**src/rtl/demux_frame_8_pkg.sv**
```systemverilog
// ----------------------------------------------------------------------------
// demux_frame_8_pkg
// Shared definitions for the demux_frame_8 frame assembler:
//   CH        - number of output channels (frame width)
//   SW        - channel select width, CH == 2**SW
//   state_t   - assembler state encoding (FILL collects bits, HOLD offers frame)
//   FULL_MASK - mask value meaning every channel of the frame has been written
// ----------------------------------------------------------------------------
package demux_frame_8_pkg;

   localparam int CH = 8;
   localparam int SW = 3;

   typedef enum logic {
      ST_FILL = 1'b0,
      ST_HOLD = 1'b1
   } state_t;

   localparam logic [CH-1:0] FULL_MASK = {CH{1'b1}};

endpackage : demux_frame_8_pkg

```
**src/rtl/demux_frame_8_sel_decode.sv**
```systemverilog
// ----------------------------------------------------------------------------
// sel_decode
// SW-to-CH one-hot decoder gated by an enable strobe. With the enable tied to
// the accept strobe, each output bit is the write enable for one channel of
// the frame (and the set strobe for its mask bit).
// Ports:
//   i_en     - enable; all outputs are 0 when low
//   i_sel    - channel index
//   o_onehot - one-hot channel enable, bit i_sel set when i_en is high
// ----------------------------------------------------------------------------
module sel_decode
   import demux_frame_8_pkg::*;
(
   input  logic          i_en,
   input  logic [SW-1:0] i_sel,
   output logic [CH-1:0] o_onehot
);

   genvar gi;
   generate
      for (gi = 0; gi < CH; gi++) begin : g_dec
         assign o_onehot[gi] = i_en & (i_sel == SW'(gi));
      end
   endgenerate

endmodule : sel_decode

```
**src/rtl/demux_frame_8.sv**
```systemverilog
// ----------------------------------------------------------------------------
// demux_frame_8
// Sequential 1-to-8 frame assembler. Single data bits are steered into an
// 8-bit frame register either by an explicit select (addressed mode) or by
// an internal auto-incrementing pointer (auto mode). Once all eight channels
// have been written the frame is offered downstream on a valid/ready
// handshake; no new bits are accepted until it is taken.
// Ports:
//   clk       - rising-edge clock
//   rst       - asynchronous active-high reset
//   flush     - synchronous abort of the frame in progress (or the held frame)
//   auto_mode - 1: internal pointer selects the channel, 0: s selects it
//   in_valid  - A/s are valid this cycle
//   in_ready  - a bit can be accepted this cycle (state FILL)
//   A         - data bit
//   s         - channel select, used only in addressed mode
//   d         - assembled frame (registered)
//   out_valid - d holds a complete frame (state HOLD)
//   out_ready - downstream takes the frame
// ----------------------------------------------------------------------------
module demux_frame_8
   import demux_frame_8_pkg::*;
(
   input  logic          clk,
   input  logic          rst,
   input  logic          flush,
   input  logic          auto_mode,
   input  logic          in_valid,
   output logic          in_ready,
   input  logic          A,
   input  logic [SW-1:0] s,
   output logic [CH-1:0] d,
   output logic          out_valid,
   input  logic          out_ready
);

   state_t        r_state;
   logic [CH-1:0] r_d;
   logic [CH-1:0] r_mask;
   logic [SW-1:0] r_ptr;
   logic          r_mode_q;

   logic          w_accept;
   logic [SW-1:0] w_sel;
   logic [CH-1:0] w_wr;
   logic [CH-1:0] w_mask_next;

   // Handshake outputs come straight from the state register, so neither
   // in_valid nor out_ready has a combinational path to them.
   assign in_ready  = (r_state == ST_FILL);
   assign out_valid = (r_state == ST_HOLD);
   assign d         = r_d;

   // flush drops any accept attempted in the same cycle.
   assign w_accept  = in_valid & in_ready & ~flush;

   // Target channel: latched mode decides between pointer and external select.
   assign w_sel     = r_mode_q ? r_ptr : s;

   sel_decode u_sel_decode (
      .i_en     (w_accept),
      .i_sel    (w_sel),
      .o_onehot (w_wr)
   );

   assign w_mask_next = r_mask | w_wr;

   always_ff @(posedge clk or posedge rst) begin
      if (rst) begin
         r_state  <= ST_FILL;
         r_d      <= '0;
         r_mask   <= '0;
         r_ptr    <= '0;
         r_mode_q <= 1'b0;
      end else begin
         // The mode is only re-sampled between frames; once any channel is
         // written the frame keeps the mode it started with.
         if (r_mask == '0) begin
            r_mode_q <= auto_mode;
         end

         if (flush) begin
            // d is deliberately left alone: unwritten channels of the next
            // frame keep their previous value.
            r_state <= ST_FILL;
            r_mask  <= '0;
            r_ptr   <= '0;
         end else begin
            case (r_state)
               ST_FILL: begin
                  if (w_accept) begin
                     r_d    <= (r_d & ~w_wr) | ({CH{A}} & w_wr);
                     r_mask <= w_mask_next;
                     if (r_mode_q) begin
                        r_ptr <= r_ptr + SW'(1);
                     end
                     // A rewrite of an already-set channel leaves the mask
                     // unchanged, so only a genuinely new channel can finish.
                     if (w_mask_next == FULL_MASK) begin
                        r_state <= ST_HOLD;
                     end
                  end
               end
               ST_HOLD: begin
                  if (out_ready) begin
                     r_state <= ST_FILL;
                     r_mask  <= '0;
                     r_ptr   <= '0;
                  end
               end
               default: begin
                  r_state <= ST_FILL;
               end
            endcase
         end
      end
   end

endmodule : demux_frame_8

```
**config.mk**
```make
export PLATFORM = sky130hd
export DESIGN_NAME = demux_frame_8
export DESIGN_NICKNAME = d
export VERILOG_FILES = /design/src/rtl/demux_frame_8_pkg.sv /design/src/rtl/demux_frame_8_sel_decode.sv /design/src/rtl/demux_frame_8.sv
export SDC_FILE = /design/constraint.sdc
export NUM_CORES = 1
export LEC_CHECK = 0
export ABC_CLOCK_PERIOD_IN_PS = 5100
export BUFFER_PORTS_ARGS = -buffer_cell sky130_fd_sc_hd__buf_2
export CORE_MARGIN = 5
export CORE_UTILIZATION = 50
export CTS_BUF_LIST = sky130_fd_sc_hd__clkbuf_8
export CTS_CLUSTER_DIAMETER = 50
export DETAILED_ROUTE_END_ITERATION = 8
export PLACE_DENSITY = 0.76
export SLEW_MARGIN = 20
export SYNTH_ARGS = -nofsm -noshare
export SYNTH_HDL_FRONTEND = slang
export SYNTH_SLANG_ARGS = --single-unit
```
**constraint.sdc**
```tcl
create_clock -name clk -period 5.1 [get_ports clk]
set_clock_uncertainty 0.2 [all_clocks]
set_input_delay 1.02 -clock clk [delete_from_list [all_inputs] [get_ports clk]]
set_output_delay 1.02 -clock clk [all_outputs]
set_load 0.1 [all_outputs]
```
=== Word-level counts from Yosys, hierarchy flattened ===
Index checks and enable logic that the tools add are counted.
W data, S select, Z words.

* Flip-flop bits (word level): 21
* Bits in latches: 0
* Bits in writable memories: 0
* Memory bits (read-only): 0
* Input port bits: 10
* Output and inout bits: 10
* Logic and storage cells: 54
* Memories kept: 0

* Add/subtract/negate cells: 1
* $mul: 0
* Divide/modulo/power cells: 0
* $lt $le $gt $ge: 0
* Eq/ne operators: 11
* Shifts and indexed selects: 0
* Muxes and demuxes: 15
* Bitwise operators: 17
* Reductions and logical operators: 5

{| class="wikitable"
|+ Operators with widths
! operator !! count
|-
| $mux W8 || 3
|-
| $and A8 B8 Y8 || 2
|-
| $or A8 B8 Y8 || 2
|-
| $pmux W8 S2 || 1
|-
| $mux W3 || 5
|-
| $eq A3 B3 Y1 const B || 4
|-
| $and A1 B1 Y1 || 10
|-
| $eq A8 B8 Y1 const B || 1
|-
| $logic_not A8 Y1 || 1
|-
| $not A8 Y8 || 1
|-
| $eq A3 B2 Y1 const B || 2
|-
| $ne A3 B2 Y1 const B || 2
|-
| $pmux W3 S2 || 1
|-
| $reduce_and A3 Y1 || 2
|-
| $mux W1 || 4
|-
| $add A3 B1 Y3 const B || 1
|-
| $eq A3 B1 Y1 const B || 1
|-
| $logic_not A3 Y1 || 1
|-
| $ne A3 B3 Y1 const B || 1
|-
| $not A1 Y1 || 2
|-
| $pmux W1 S2 || 1
|-
| $reduce_and A2 Y1 || 1
|}

=== Longest topological paths before layout ===
* Depth in word-level cells: 10
* Mapped depth: 6
* Mapped depth without buffers: 5

=== Cells and area by module ===
Synthesis repeated with hierarchy kept, for this count alone.

* Cell total of the unflattened synthesis: 94
* Area, all modules: 1096.1 um^2

{| class="wikitable"
|+ Modules (own cells, without submodules)
! module !! times used !! cells an instance !! area an instance (um^2) !! sequential area each (um^2)
|-
| demux_frame_8 || 1 || 86 || 999.7 || 525.5
|-
| sel_decode || 1 || 8 || 96.3 || 0.0
|}

=== Least setup slack after synthesis ===
Ideal clock, no wire load.

* Path kind: register to output
* Start point: register r_state (netlist: out_valid)
* End point: output in_ready
* Arrival time: 1737 ps
* Data required time: 3880 ps
* Path slack: 2143 ps
* Stages on the path, launching flop included: 2
* Buffers on the path: 0
* Cell sequence: dfrtp_1 > inv_1

* Cells in the longest elaborated chain, start to end: 1

{| class="wikitable"
|+ Ends and longest elaborated chain
! item !! RTL line !! RTL
|-
| from (decl) || demux_frame_8.sv:37 || <nowiki>state_t r_state;</nowiki>
|-
| from (signal assigned) || demux_frame_8.sv:70 || <nowiki>r_state <= ST_FILL;</nowiki>
|-
| from (signal assigned) || demux_frame_8.sv:85 || <nowiki>r_state <= ST_FILL;</nowiki>
|-
| from (signal assigned) || demux_frame_8.sv:100 || <nowiki>r_state <= ST_HOLD;</nowiki>
|-
| $not A1 Y1 (no line) || - ||
|-
| to (decl) || demux_frame_8.sv:29 || <nowiki>output logic in_ready,</nowiki>
|}

Every way passes these cells.

=== Final worst setup path ===
Ends and elaborated chain as after synthesis.

==> flow_summary.toml <==
[synth]
sequential_to_total_area_share_from_yosys_stat_pct = 48.6
syn-mean-instance-area_sq_um = 10.3
yosys_register_bits = 21
yosys.cell_types.count = 35
synth_area_leaders = "sky130_fd_sc_hd__dfrtp_1, sky130_fd_sc_hd__mux2_1, sky130_fd_sc_hd__nand2_1"
post-synth-top-area-cell = "sky130_fd_sc_hd__dfrtp_1"
netlist.area_leader.share_pct = 48.6
mappedNetlistNets = 116
ys.warnings.count = 0
synthCells = 105
synth.cell_area_sq_um = 1080

[placement]
detailed_place_hpwl_um = 1690
place_ws_ns = 2.39
buffer_ports.inserted = 19
gp_congestion = 0.919

[final_layout]
layout.cells.most_common = "sky130_fd_sc_hd__dfrtp_1"
area.growth.synth_to_final_pct = 14.6
drive_above_1_share_pct = 23.0
antenna_cells = 0
mostFrequentLayoutCells = "sky130_fd_sc_hd__dfrtp_1, sky130_fd_sc_hd__buf_2, sky130_fd_sc_hd__nand2_1, sky130_fd_sc_hd__nor2_1"
final_net_count = 138

[power_and_ir_drop]
worst_ir_drop_vdd_uv = 448
total_leakage_power_nw = 0.588
cellPowerDensity_nw_per_um2 = 537

[drt]
drc = 0
wire_length_after_detailed_routing_um = 2250
num_vias = 848
detail-route-antenna-nets = 0
route.detailed.wl_per_inst_um = 14.7
routed_via_density = 5.54
first_pass_iters = 4
drt_iter0_markers = 43

[timing]
setup-tns-final_ns = 0
drv_slew = 0
relSlewSlack_pct = 48.5
finalCritPeriodShare_pct = 50.2
setup_repair_after_global_routing_missed_its_margin = "false"
tightest_slew_ns = 0.771
final_critical_path_setup_slack_ns = 2.54
period_minus_slack_ns = 2.56
clock.fmax_mhz = 391
setup_viol = 0
timing_hold_violations_final = 0

[die]
num_ports = 20
floorplan.rows = 16
fp.dieW_um = 56.5
area_of_the_die_sq_um = 3190
floorplan.initialDensity_pct = 54.0
die-height_um = 56.5
design.core.area_sq_um = 2000

[critical_path]
worst_ep_arrival_time_ns = 1.34
critPathCaptureType = "primary output"
startpoint = "out_valid$_DFF_PP0_"
required_ns = 3.88
worstPathMaxFanout = 9
worst-setup-path-type = "reg2out"
crit_path_start_kind = "flop"
regToRegStartpoint = "out_valid$_DFF_PP0_"

[global_routing]
grt_antenna_before_repair = 0
grt_max_degree = 22
grt_usage_pct = 15.3
grt_overflow_total = 0
global_route_wire_length_before_repair_um = 3880
first_global_vias = 844

[clock_network]
numClockSinks = 21
clockRootBuffer = "sky130_fd_sc_hd__clkbuf_8"
number_of_setup_buffers_added_after_cts = 0
insertion_delay_ns = 0.26
h-tree-depth = 1
postCtsResizedCells = 0
clkSlewWorstSetupHoldPaths_ns = 0.07
cts-buffers-inserted = 3
number_of_hold_repair_buffers_added_at_the_cts_stage = 0
ctsLongestPathBuffers = 2
tritoncts = "done"

[hold_path]
worstHoldPathType = "reg2reg"

[run_status]
status = "finished, final reports clean"

[run]
max_cap_viol_count = 0
## critical path: stages, from the launching register on
cell and delay (ns):
sky130_fd_sc_hd__dfrtp_1 0.47, sky130_fd_sc_hd__inv_1 0.16, sky130_fd_sc_hd__buf_2 0.45
## power breakdown
group	switching, mW	internal [mW]
Sequential	0.0258	0.203
Combinational	0.270	0.0616
Clock	0.0516	0.0536
## synthesized netlist by cell type (all sizes together)
master	n
a211oi	1
a21boi	2
a21o	2
a21oi	8
a22o	1
a31o	1
a32o	1
a32oi	1
and2	1
buf	2
dfrtp	21
ha	1
inv	5
mux2	10
mux2i	1
nand2	14
nand2b	1
nand3	4
nand3b	1
nand4	1
nor2	14
nor2b	1
nor3	2
nor4	2
nor4bb	1
o21ai	1
o22a	1
o32ai	2
or3b	1
xnor2	1
## cell type report
cell class	instances	area, sq um
fill	188	763
sequential	21	526
multi-input combinational	77	520
timing repair buffer	19	95.1
clock buffer	3	41.3
tap	27	33.8
inverter	5	18.8
clock inverter	1	3.75
## metrics by stage
stage / util, % / std cells / instance area, sq um / hold slack, ns / power [mW]
6_report: 61.9 / 153 / 1240 / 0.289 / 0.665
5_1_grt: 61.9 / 153 / 1240 / 0.298 / 0.694
4_1_cts: 61.9 / 153 / 1240 / 0.292 / 0.668
3_5_place_dp: 59.6 / 149 / 1190 / 0.270 / 0.564
3_3_place_gp: 59.6 / 149 / 1190 / 0.269 / 0.559
2_1_floorplan: - / 105 / 1080 / 0.269 / 0.509
## path summary, 6_finish.rpt
check                            end  slack (ns)  cells after the start
min reg2reg                     flop        0.29                      1
min in group asynchronous  async pin        0.69                      2
max in group asynchronous  async pin        3.53                      2
min                             flop        0.29                      1
max reg2reg                     flop        3.05                      4
max                         in_ready        2.54                      2
## cells by family (layout without fill, tap and decap cells)
kind of cell	after synthesis	after routing	share of synthesized area, %
flip-flops	21	21	48.6
XOR/XNOR	1	1	0.810
buffers and inverters	7	28	3.24
multiplexers	11	11	11.7
AO/OA/AOI/OAI	21	21	14.9
AND/OR/NAND/NOR	43	43	19.6
adder cells (fa/ha/maj)	1	1	1.16
## per-layer routing
| metal | global-route usage, % | up-vias | share of wire [%] |
|---|---|---|---|
| li1 | - | 412 | - |
| met1 | 19.7 | 402 | 44 |
| met2 | 24.3 | 30 | 48 |
| met3 | 3.21 | 4 | 6.1 |
| met4 | 7.46 | 0 | 1.4 |
| met5 | 0 | - | 0 |
Power figures use the tool's default switching activity.
